<file path="config.mk">
export PLATFORM = sky130hd
export DESIGN_NAME = branch_resolve
export DESIGN_NICKNAME = d
export VERILOG_FILES = /design/src/rtl/branch_resolve_pkg.sv /design/src/rtl/branch_update_fifo.sv /design/src/rtl/branch_resolve.sv
export SDC_FILE = /design/constraint.sdc
export NUM_CORES = 1
export LEC_CHECK = 0
export CORE_ASPECT_RATIO = 0.9
export CORE_MARGIN = 4
export CORE_UTILIZATION = 50
export DETAILED_ROUTE_END_ITERATION = 10
export GPL_TIMING_DRIVEN = 0
export PLACE_DENSITY_LB_ADDON = 0.08
export SETUP_SLACK_MARGIN = 0.02
export SKIP_LAST_GASP = 1
export SLEW_MARGIN = 40
export SYNTH_ARGS = -nofsm -noshare
export SYNTH_HDL_FRONTEND = slang
export SYNTH_SLANG_ARGS = --single-unit
</file>
<file path="constraint.sdc">
create_clock -name clk -period 16.07 [get_ports clk]
set_input_delay 4.0175 -clock clk [delete_from_list [all_inputs] [get_ports clk]]
set_output_delay 4.0175 -clock clk [all_outputs]
set_load 0.05 [all_outputs]
</file>
<file path="src/rtl/branch_resolve_pkg.sv">
// Shared types for the branch resolution / predictor update path.
// Holds the instruction address width, boolean constants and the update record layout.
package branch_resolve_pkg;

    localparam int INST_ADDR_W = 32;

    localparam logic TRUE  = 1'b1;
    localparam logic FALSE = 1'b0;

    typedef logic [INST_ADDR_W-1:0] inst_addr_t;

    // One predictor training record: {pc, npc (branch target), taken}.
    typedef struct packed {
        inst_addr_t pc;
        inst_addr_t npc;
        logic       taken;
    } upd_rec_t;

    localparam int UPD_REC_W = $bits(upd_rec_t);

    function automatic inst_addr_t actual_npc(input inst_addr_t pc,
                                              input inst_addr_t target,
                                              input logic       taken);
        return taken ? target : pc + INST_ADDR_W'(4);
    endfunction

    function automatic upd_rec_t make_rec(input inst_addr_t pc,
                                          input inst_addr_t target,
                                          input logic       taken);
        upd_rec_t r;
        r.pc    = pc;
        r.npc   = target;
        r.taken = taken;
        return r;
    endfunction

endpackage

</file>
<file path="src/rtl/branch_update_fifo.sv">
// Predictor update queue: two write ports (slot 0 is older), one read port.
// The head is popped on every edge where the queue is non-empty.
module branch_update_fifo
    import branch_resolve_pkg::*;
#(
    parameter int QDEPTH = 4
) (
    input  logic     clk,
    input  logic     rst_n,
    input  logic     wr0_en,
    input  upd_rec_t wr0_rec,
    input  logic     wr1_en,
    input  upd_rec_t wr1_rec,
    output upd_rec_t head_rec,
    output logic     head_valid,
    output logic     two_free
);

    localparam int PTR_W = (QDEPTH > 1) ? $clog2(QDEPTH) : 1;
    localparam int CW    = PTR_W + 1;

    upd_rec_t         mem [QDEPTH];
    logic [PTR_W-1:0] wr_ptr;
    logic [PTR_W-1:0] rd_ptr;
    logic [CW-1:0]    count_q;

    logic [PTR_W-1:0] wr1_idx;
    logic [CW-1:0]    num_push;
    logic             pop;

    always_comb begin
        wr1_idx  = wr_ptr + PTR_W'(wr0_en);
        num_push = CW'(wr0_en) + CW'(wr1_en);
        pop      = (count_q != '0);
    end

    always_ff @(posedge clk or negedge rst_n) begin
        if (!rst_n) begin
            wr_ptr  <= '0;
            rd_ptr  <= '0;
            count_q <= '0;
        end else begin
            wr_ptr  <= wr_ptr + PTR_W'(num_push);
            rd_ptr  <= rd_ptr + PTR_W'(pop);
            count_q <= count_q + num_push - CW'(pop);
        end
    end

    // Storage needs no reset; occupancy is tracked by count_q alone.
    always_ff @(posedge clk) begin
        if (wr0_en) mem[wr_ptr]  <= wr0_rec;
        if (wr1_en) mem[wr1_idx] <= wr1_rec;
    end

    always_comb begin
        head_valid = pop;
        head_rec   = pop ? mem[rd_ptr] : '0;
        two_free   = (count_q <= CW'(QDEPTH - 2));
    end

endmodule

</file>
<file path="src/rtl/branch_resolve.sv">
// Accepts up to two resolved branches per cycle, raises a registered flush on
// mispredict, queues predictor training records and keeps perf counters.
module branch_resolve
    import branch_resolve_pkg::*;
#(
    parameter int QDEPTH = 4,
    parameter int CNT_W  = 32
) (
    input  logic              clk,
    input  logic              rst_n,
    input  logic              a_valid,
    input  logic [31:0]       a_pc,
    input  logic [31:0]       a_target,
    input  logic              a_taken,
    input  logic [31:0]       a_pred_pc,
    input  logic              b_valid,
    input  logic [31:0]       b_pc,
    input  logic [31:0]       b_target,
    input  logic              b_taken,
    input  logic [31:0]       b_pred_pc,
    output logic              res_ready,
    output logic              flush,
    output logic [31:0]       redirect_pc,
    output logic [31:0]       branch_pc,
    output logic [31:0]       branch_npc,
    output logic              actual_result,
    output logic              predict_update,
    output logic [CNT_W-1:0]  cnt_branch,
    output logic [CNT_W-1:0]  cnt_mispred
);

    function automatic logic [CNT_W-1:0] sat_add(input logic [CNT_W-1:0] v,
                                                 input logic [1:0]       inc);
        logic [CNT_W:0] s;
        s = {1'b0, v} + (CNT_W+1)'(inc);
        return s[CNT_W] ? {CNT_W{1'b1}} : s[CNT_W-1:0];
    endfunction

    inst_addr_t a_npc, b_npc;
    logic       a_acc, b_acc, a_mis, b_mis;
    upd_rec_t   a_rec, b_rec;
    logic       wr0_en, wr1_en;
    upd_rec_t   wr0_rec, wr1_rec;
    upd_rec_t   head_rec;
    logic       two_free;

    always_comb begin
        a_npc = actual_npc(a_pc, a_target, a_taken);
        b_npc = actual_npc(b_pc, b_target, b_taken);
        a_acc = a_valid & res_ready;
        a_mis = a_acc & (a_npc != a_pred_pc);
        // A mispredict puts B on the wrong path: it is dropped entirely.
        b_acc = b_valid & res_ready & ~a_mis;
        b_mis = b_acc & (b_npc != b_pred_pc);

        a_rec = make_rec(a_pc, a_target, a_taken);
        b_rec = make_rec(b_pc, b_target, b_taken);

        // Compact writes so the older accepted record always lands in slot 0.
        wr0_en  = a_acc | b_acc;
        wr0_rec = a_acc ? a_rec : b_rec;
        wr1_en  = a_acc & b_acc;
        wr1_rec = b_rec;
    end

    branch_update_fifo #(
        .QDEPTH (QDEPTH)
    ) u_fifo (
        .clk        (clk),
        .rst_n      (rst_n),
        .wr0_en     (wr0_en),
        .wr0_rec    (wr0_rec),
        .wr1_en     (wr1_en),
        .wr1_rec    (wr1_rec),
        .head_rec   (head_rec),
        .head_valid (predict_update),
        .two_free   (two_free)
    );

    always_comb begin
        res_ready     = two_free;
        branch_pc     = head_rec.pc;
        branch_npc    = head_rec.npc;
        actual_result = head_rec.taken;
    end

    always_ff @(posedge clk or negedge rst_n) begin
        if (!rst_n) begin
            flush       <= FALSE;
            redirect_pc <= '0;
            cnt_branch  <= '0;
            cnt_mispred <= '0;
        end else begin
            flush <= a_mis | b_mis;
            if (a_mis) begin
                redirect_pc <= a_npc;
            end else if (b_mis) begin
                redirect_pc <= b_npc;
            end
            cnt_branch  <= sat_add(cnt_branch, {1'b0, a_acc} + {1'b0, b_acc});
            cnt_mispred <= sat_add(cnt_mispred, {1'b0, a_mis | b_mis});
        end
    end

endmodule

</file>
==> qor_table.md <==
| Metric | Reported | Unit |
| --- | --- | --- |
| Max-cap violations | 0 | - |
| Number of buffers on the longest clock path | 3 | - |
| Core occupancy in the finished layout | 0.644 | - |
| Filler Cells Inserted | 3434 | - |
| Top cells by instance count after synthesis | 261 x sky130_fd_sc_hd__mux2_2, 260 x sky130_fd_sc_hd__edfxtp_1, 156 x sky130_fd_sc_hd__nand2_1 | - |
| Timing endpoint of the critical path | cnt_mispred[8] | - |
| Biggest area contributors in the synthesized netlist | sky130_fd_sc_hd__edfxtp_1 36%, sky130_fd_sc_hd__mux2_2 13%, sky130_fd_sc_hd__dfrtp_1 12%, sky130_fd_sc_hd__mux4_2 6.7%, sky130_fd_sc_hd__xnor2_1 3.9% | - |
| Number of routed nets with antenna violations | 0 | - |
| Number of levels the H-tree was split into | 2 | - |
| Status | complete, no violations | - |
| Standard cell core area | 43100 | um^2 |
| Detailed-router iteration count before antenna repair | 8 | - |
| Portion of synthesized cell area occupied by the leading cell type | 0.358 | - |
| Launch instance of the worst register-to-register path | u_fifo.count_q[0] | - |
| Unrepaired setup endpoints after global routing | no | - |
| Detail Placement HPWL | 62.6 | mm |
| Starting Density | 0.507 | - |
| Hold Worst Slack | 0.491 | ns |
| Max Clk Rate | 0.0900 | GHz |
| Final period demand of the worst path | 11.11 | ns |
| Share of async-settable or async-resettable flops after synthesis | 0.286 | - |
| Number of placed cells counting well taps | 2735 | - |
| Number of antenna violations at the first check in global routing | 5 | - |
| Setup-violating endpoint count in the final report | 0 | - |
| Clock tree from TritonCTS | done | - |
| Total GRT Usage | 0.337 | - |
| Worst-path fanout max | 10 | - |
| Worst max-slew margin expressed relative to the limit | 0.392 | - |
| # clock sinks | 364 | - |
| Minimum setup slack among reg-to-reg paths | 10.73 | ns |
| GR Overflow Total | 0 | - |
| CTS clock-pin slew for the worst setup and hold paths | 0.06 | ns |
| Total die area | 47100 | um^2 |
| Flops & latches, synth | 364 | - |
| Starting DRT DRC Count | 1844 | - |
| Maximum resistive drop on vdd | 0.000178 | V |
| Final count of pins violating max slew | 0 | - |
| Critical Path Start Type | primary input | - |
| Worst path arrival time | 11.61 | ns |
| Number of cells produced by synthesis | 1817 | - |
| Final count of hold timing violations | 0 | - |
| Non-filler cells, final | 2812 | - |
| Syn Std Cell Area | 21800 | um^2 |
| Share of layout cells above drive strength 1 | 0.208 | - |
| HP Class | flip-flop to flip-flop | - |
| Count of buffers inserted at the top-level ports | 336 | - |
| Leakage power figure | 10.2 | nW |
| Worst setup EP type | flip-flop | - |
| Flip-flop and latch area | 10400 | um^2 |
| Worst setup skew after layout | 0.0133 | ns |
| Source-to-sink clock delay at the later pin of the worst-skew pair | 0.58 | ns |
| Largest net degree at the start of global routing | 69 | - |
| Number of library cell types mapped by synthesis | 69 | - |
| Cts bufs inserted | 41 | - |
| Cell depth of the worst flop-to-flop path | 18 | - |
| Vias per cell | 6.23 | - |
| Crit Path Class | primary input to flip-flop | - |
| Final routed wire length divided by cell count | 29.0 | um |
| Number of enable flip-flop cells after synthesis | 260 | - |
| Via count of the first global-routing pass | 17.4k | - |
| DRC violations left | 0 | - |
| Tightest Pin Transition | 0.912 | ns |
| Final worst-path cycle share | 0.691 | - |
| Fraction of the yosys area taken by sequential cells | 0.477 | - |
| Total Power | 0.00492 | W |
| Number of I/O pins | 362 | - |
| Mean Syn Cell Area | 12.0 | um^2 |
| Endpoint of the worst register-to-register path | cnt_mispred[8] | - |
| Clock root buffer master | sky130_fd_sc_hd__clkbuf_16 | - |
| Weighted congestion at the end of routability-driven global placement | 0.969 | - |
| Area of combinational cells with multiple inputs | 10900 | um^2 |
| Setup bufs post-CTS | 0 | - |
| Die H | 206 | um |
| Global-route wire length before repair | 117 | mm |
| Post-cts gate resize count | 0 | - |
| Sum Neg Setup Slack | 0 | ns |
| Count leader, synth | sky130_fd_sc_hd__mux2_2 | - |
| Horiz. Die Dim | 228 | um |
| Synthesized netlist net count | 2029 | - |
| Hold_buf cts | 0 | - |
| Total power density per cell area | 177 | nW/um^2 |
| Vias after detailed routing | 17.5k | - |
| Top_reg_cell synth | sky130_fd_sc_hd__edfxtp_1 | - |
| Synth area leader | sky130_fd_sc_hd__edfxtp_1 | - |
| Row count | 72 | - |
| Count of warnings emitted by yosys | 0 | - |
| Critical path data required time | 16.57 | ns |
| Area added between synthesis and finish | 27.0 | % |
| Crit path from | a_pc[2] | - |
| Layout net count | 2435 | - |
| Overall routed net length | 81.5 | mm |
-- metrics by stage --
stage / setup WS [ns] / area, um^2
after floorplan: 5.91 / 21800
after global placement: 0.998 / 25900
after detailed placement: 4.66 / 26300
after CTS: 5.21 / 27700
after global routing: 4.57 / 27700
final: 4.96 / 27700
-- cell families after synthesis --
logic type               count (synthesis)  share of synthesized area
buffers and inverters                  163                     0.0299
XOR/XNOR                               185                     0.0742
AO/OA/AOI/OAI                          167                     0.0502
AND/OR/NAND/NOR                        523                      0.124
flip-flops                             364                      0.477
multiplexers                           401                      0.236
adder cells (fa/ha/maj)                 14                    0.00871
-- layer usage --
metal  track usage  part of all wire  routed length, um  up-vias
li1              -                 -                  -     7585
met1         0.481              0.42              34300     8804
met2         0.526              0.46              37100      979
met3        0.0590             0.086               7040      160
met4         0.119             0.037               2990        2
met5             0           0.00013                 11        -
-- registers in the layout, summed over array words and instances, names as in the netlist --
| name | flops |
|---|---|
| cnt_branch | 32 |
| cnt_mispred | 32 |
| flush | 1 |
| u_fifo.wr_ptr | 2 |
| u_fifo.rd_ptr | 2 |
| redirect_pc | 32 |
| u_fifo.count_q | 3 |
| u_fifo.mem | 260 |
-- area by class of cell --
class / count / area share
Multi-Input combinational cell: 1290 / 0.391
Clock buffer: 55 / 0.0419
Inverter: 34 / 0.00460
Sequential cell: 364 / 0.375
Clock inverter: 20 / 0.00740
Tap cell: 555 / 0.0250
Antenna cell: 2 / 0.000180
Buffer: 129 / 0.0198
Timing Repair Buffer: 363 / 0.134
-- cells in the final DEF, fill, tap and decap left out, types with 6 or more instances in the layout --
cell	n
sky130_fd_sc_hd__nor3_1	24
sky130_fd_sc_hd__clkinv_2	6
sky130_fd_sc_hd__buf_2	25
sky130_fd_sc_hd__edfxtp_1	260
sky130_fd_sc_hd__and2_1	76
sky130_fd_sc_hd__nand4_1	42
sky130_fd_sc_hd__o21ai_0	62
sky130_fd_sc_hd__nor2_1	58
sky130_fd_sc_hd__and3_1	27
sky130_fd_sc_hd__buf_8	10
sky130_fd_sc_hd__mux2i_1	74
sky130_fd_sc_hd__ha_1	12
sky130_fd_sc_hd__clkbuf_16	43
sky130_fd_sc_hd__buf_6	9
sky130_fd_sc_hd__nor3b_1	9
sky130_fd_sc_hd__a21oi_1	27
sky130_fd_sc_hd__and4_1	11
sky130_fd_sc_hd__nand2_1	156
sky130_fd_sc_hd__or4_1	8
sky130_fd_sc_hd__nor2b_1	7
sky130_fd_sc_hd__a31oi_1	9
sky130_fd_sc_hd__dfrtp_1	104
sky130_fd_sc_hd__clkbuf_1	79
sky130_fd_sc_hd__mux4_2	65
sky130_fd_sc_hd__clkdlybuf4s50_1	335
sky130_fd_sc_hd__buf_1	23
sky130_fd_sc_hd__o2111ai_1	6
sky130_fd_sc_hd__buf_4	11
sky130_fd_sc_hd__a21o_1	8
sky130_fd_sc_hd__xnor2_1	98
sky130_fd_sc_hd__nand3_1	54
sky130_fd_sc_hd__or3_1	11
sky130_fd_sc_hd__clkinv_1	6
sky130_fd_sc_hd__inv_1	33
sky130_fd_sc_hd__xor2_1	87
sky130_fd_sc_hd__nor4_1	12
sky130_fd_sc_hd__mux2_2	261
sky130_fd_sc_hd__nand2b_1	10
-- report_power, final --
part,total [W],switching (W),internal [W]
Clock,0.000976,0.000404,0.000572
Combinational,0.00255,0.00157,0.000979
Sequential,0.00140,0.000105,0.00129
-- worst max-delay path: stages --
cell                              delay, ns
sky130_fd_sc_hd__clkdlybuf4s50_1       0.71
sky130_fd_sc_hd__nand4_1               0.45
sky130_fd_sc_hd__nor3_2                0.80
sky130_fd_sc_hd__nand4_1               0.20
sky130_fd_sc_hd__xor2_1                0.19
sky130_fd_sc_hd__o21ai_0               0.59
sky130_fd_sc_hd__xor2_1                0.20
sky130_fd_sc_hd__nor4_1                0.07
sky130_fd_sc_hd__and4_1                0.24
sky130_fd_sc_hd__a21o_1                0.19
sky130_fd_sc_hd__buf_2                 0.26
sky130_fd_sc_hd__o21ai_0               0.35
sky130_fd_sc_hd__ha_1                  0.29
sky130_fd_sc_hd__and3_1                0.23
sky130_fd_sc_hd__and2_1                0.20
sky130_fd_sc_hd__nand2_1               0.09
sky130_fd_sc_hd__nor3_1                0.53
sky130_fd_sc_hd__and3_1                0.32
sky130_fd_sc_hd__and2_1                0.27
sky130_fd_sc_hd__nor2b_1               0.31
sky130_fd_sc_hd__nand2_1               0.14
sky130_fd_sc_hd__or2_2                 0.31
sky130_fd_sc_hd__clkbuf_1              0.21
sky130_fd_sc_hd__clkbuf_1              0.29
sky130_fd_sc_hd__nand2_1               0.13
-- worst min-delay path by stage --
stage	start	end	cells past startpoint
finish	u_fifo.count_q[2]	u_fifo.count_q[2]	1
global route	u_fifo.count_q[2]	u_fifo.count_q[2]	1
CTS	u_fifo.count_q[2]	u_fifo.count_q[2]	1
detailed placement	u_fifo.count_q[2]	u_fifo.count_q[2]	1
global placement	u_fifo.count_q[2]	u_fifo.count_q[2]	1
floorplan	u_fifo.count_q[2]	u_fifo.count_q[2]	1
(Power assumes the default switching activity.)
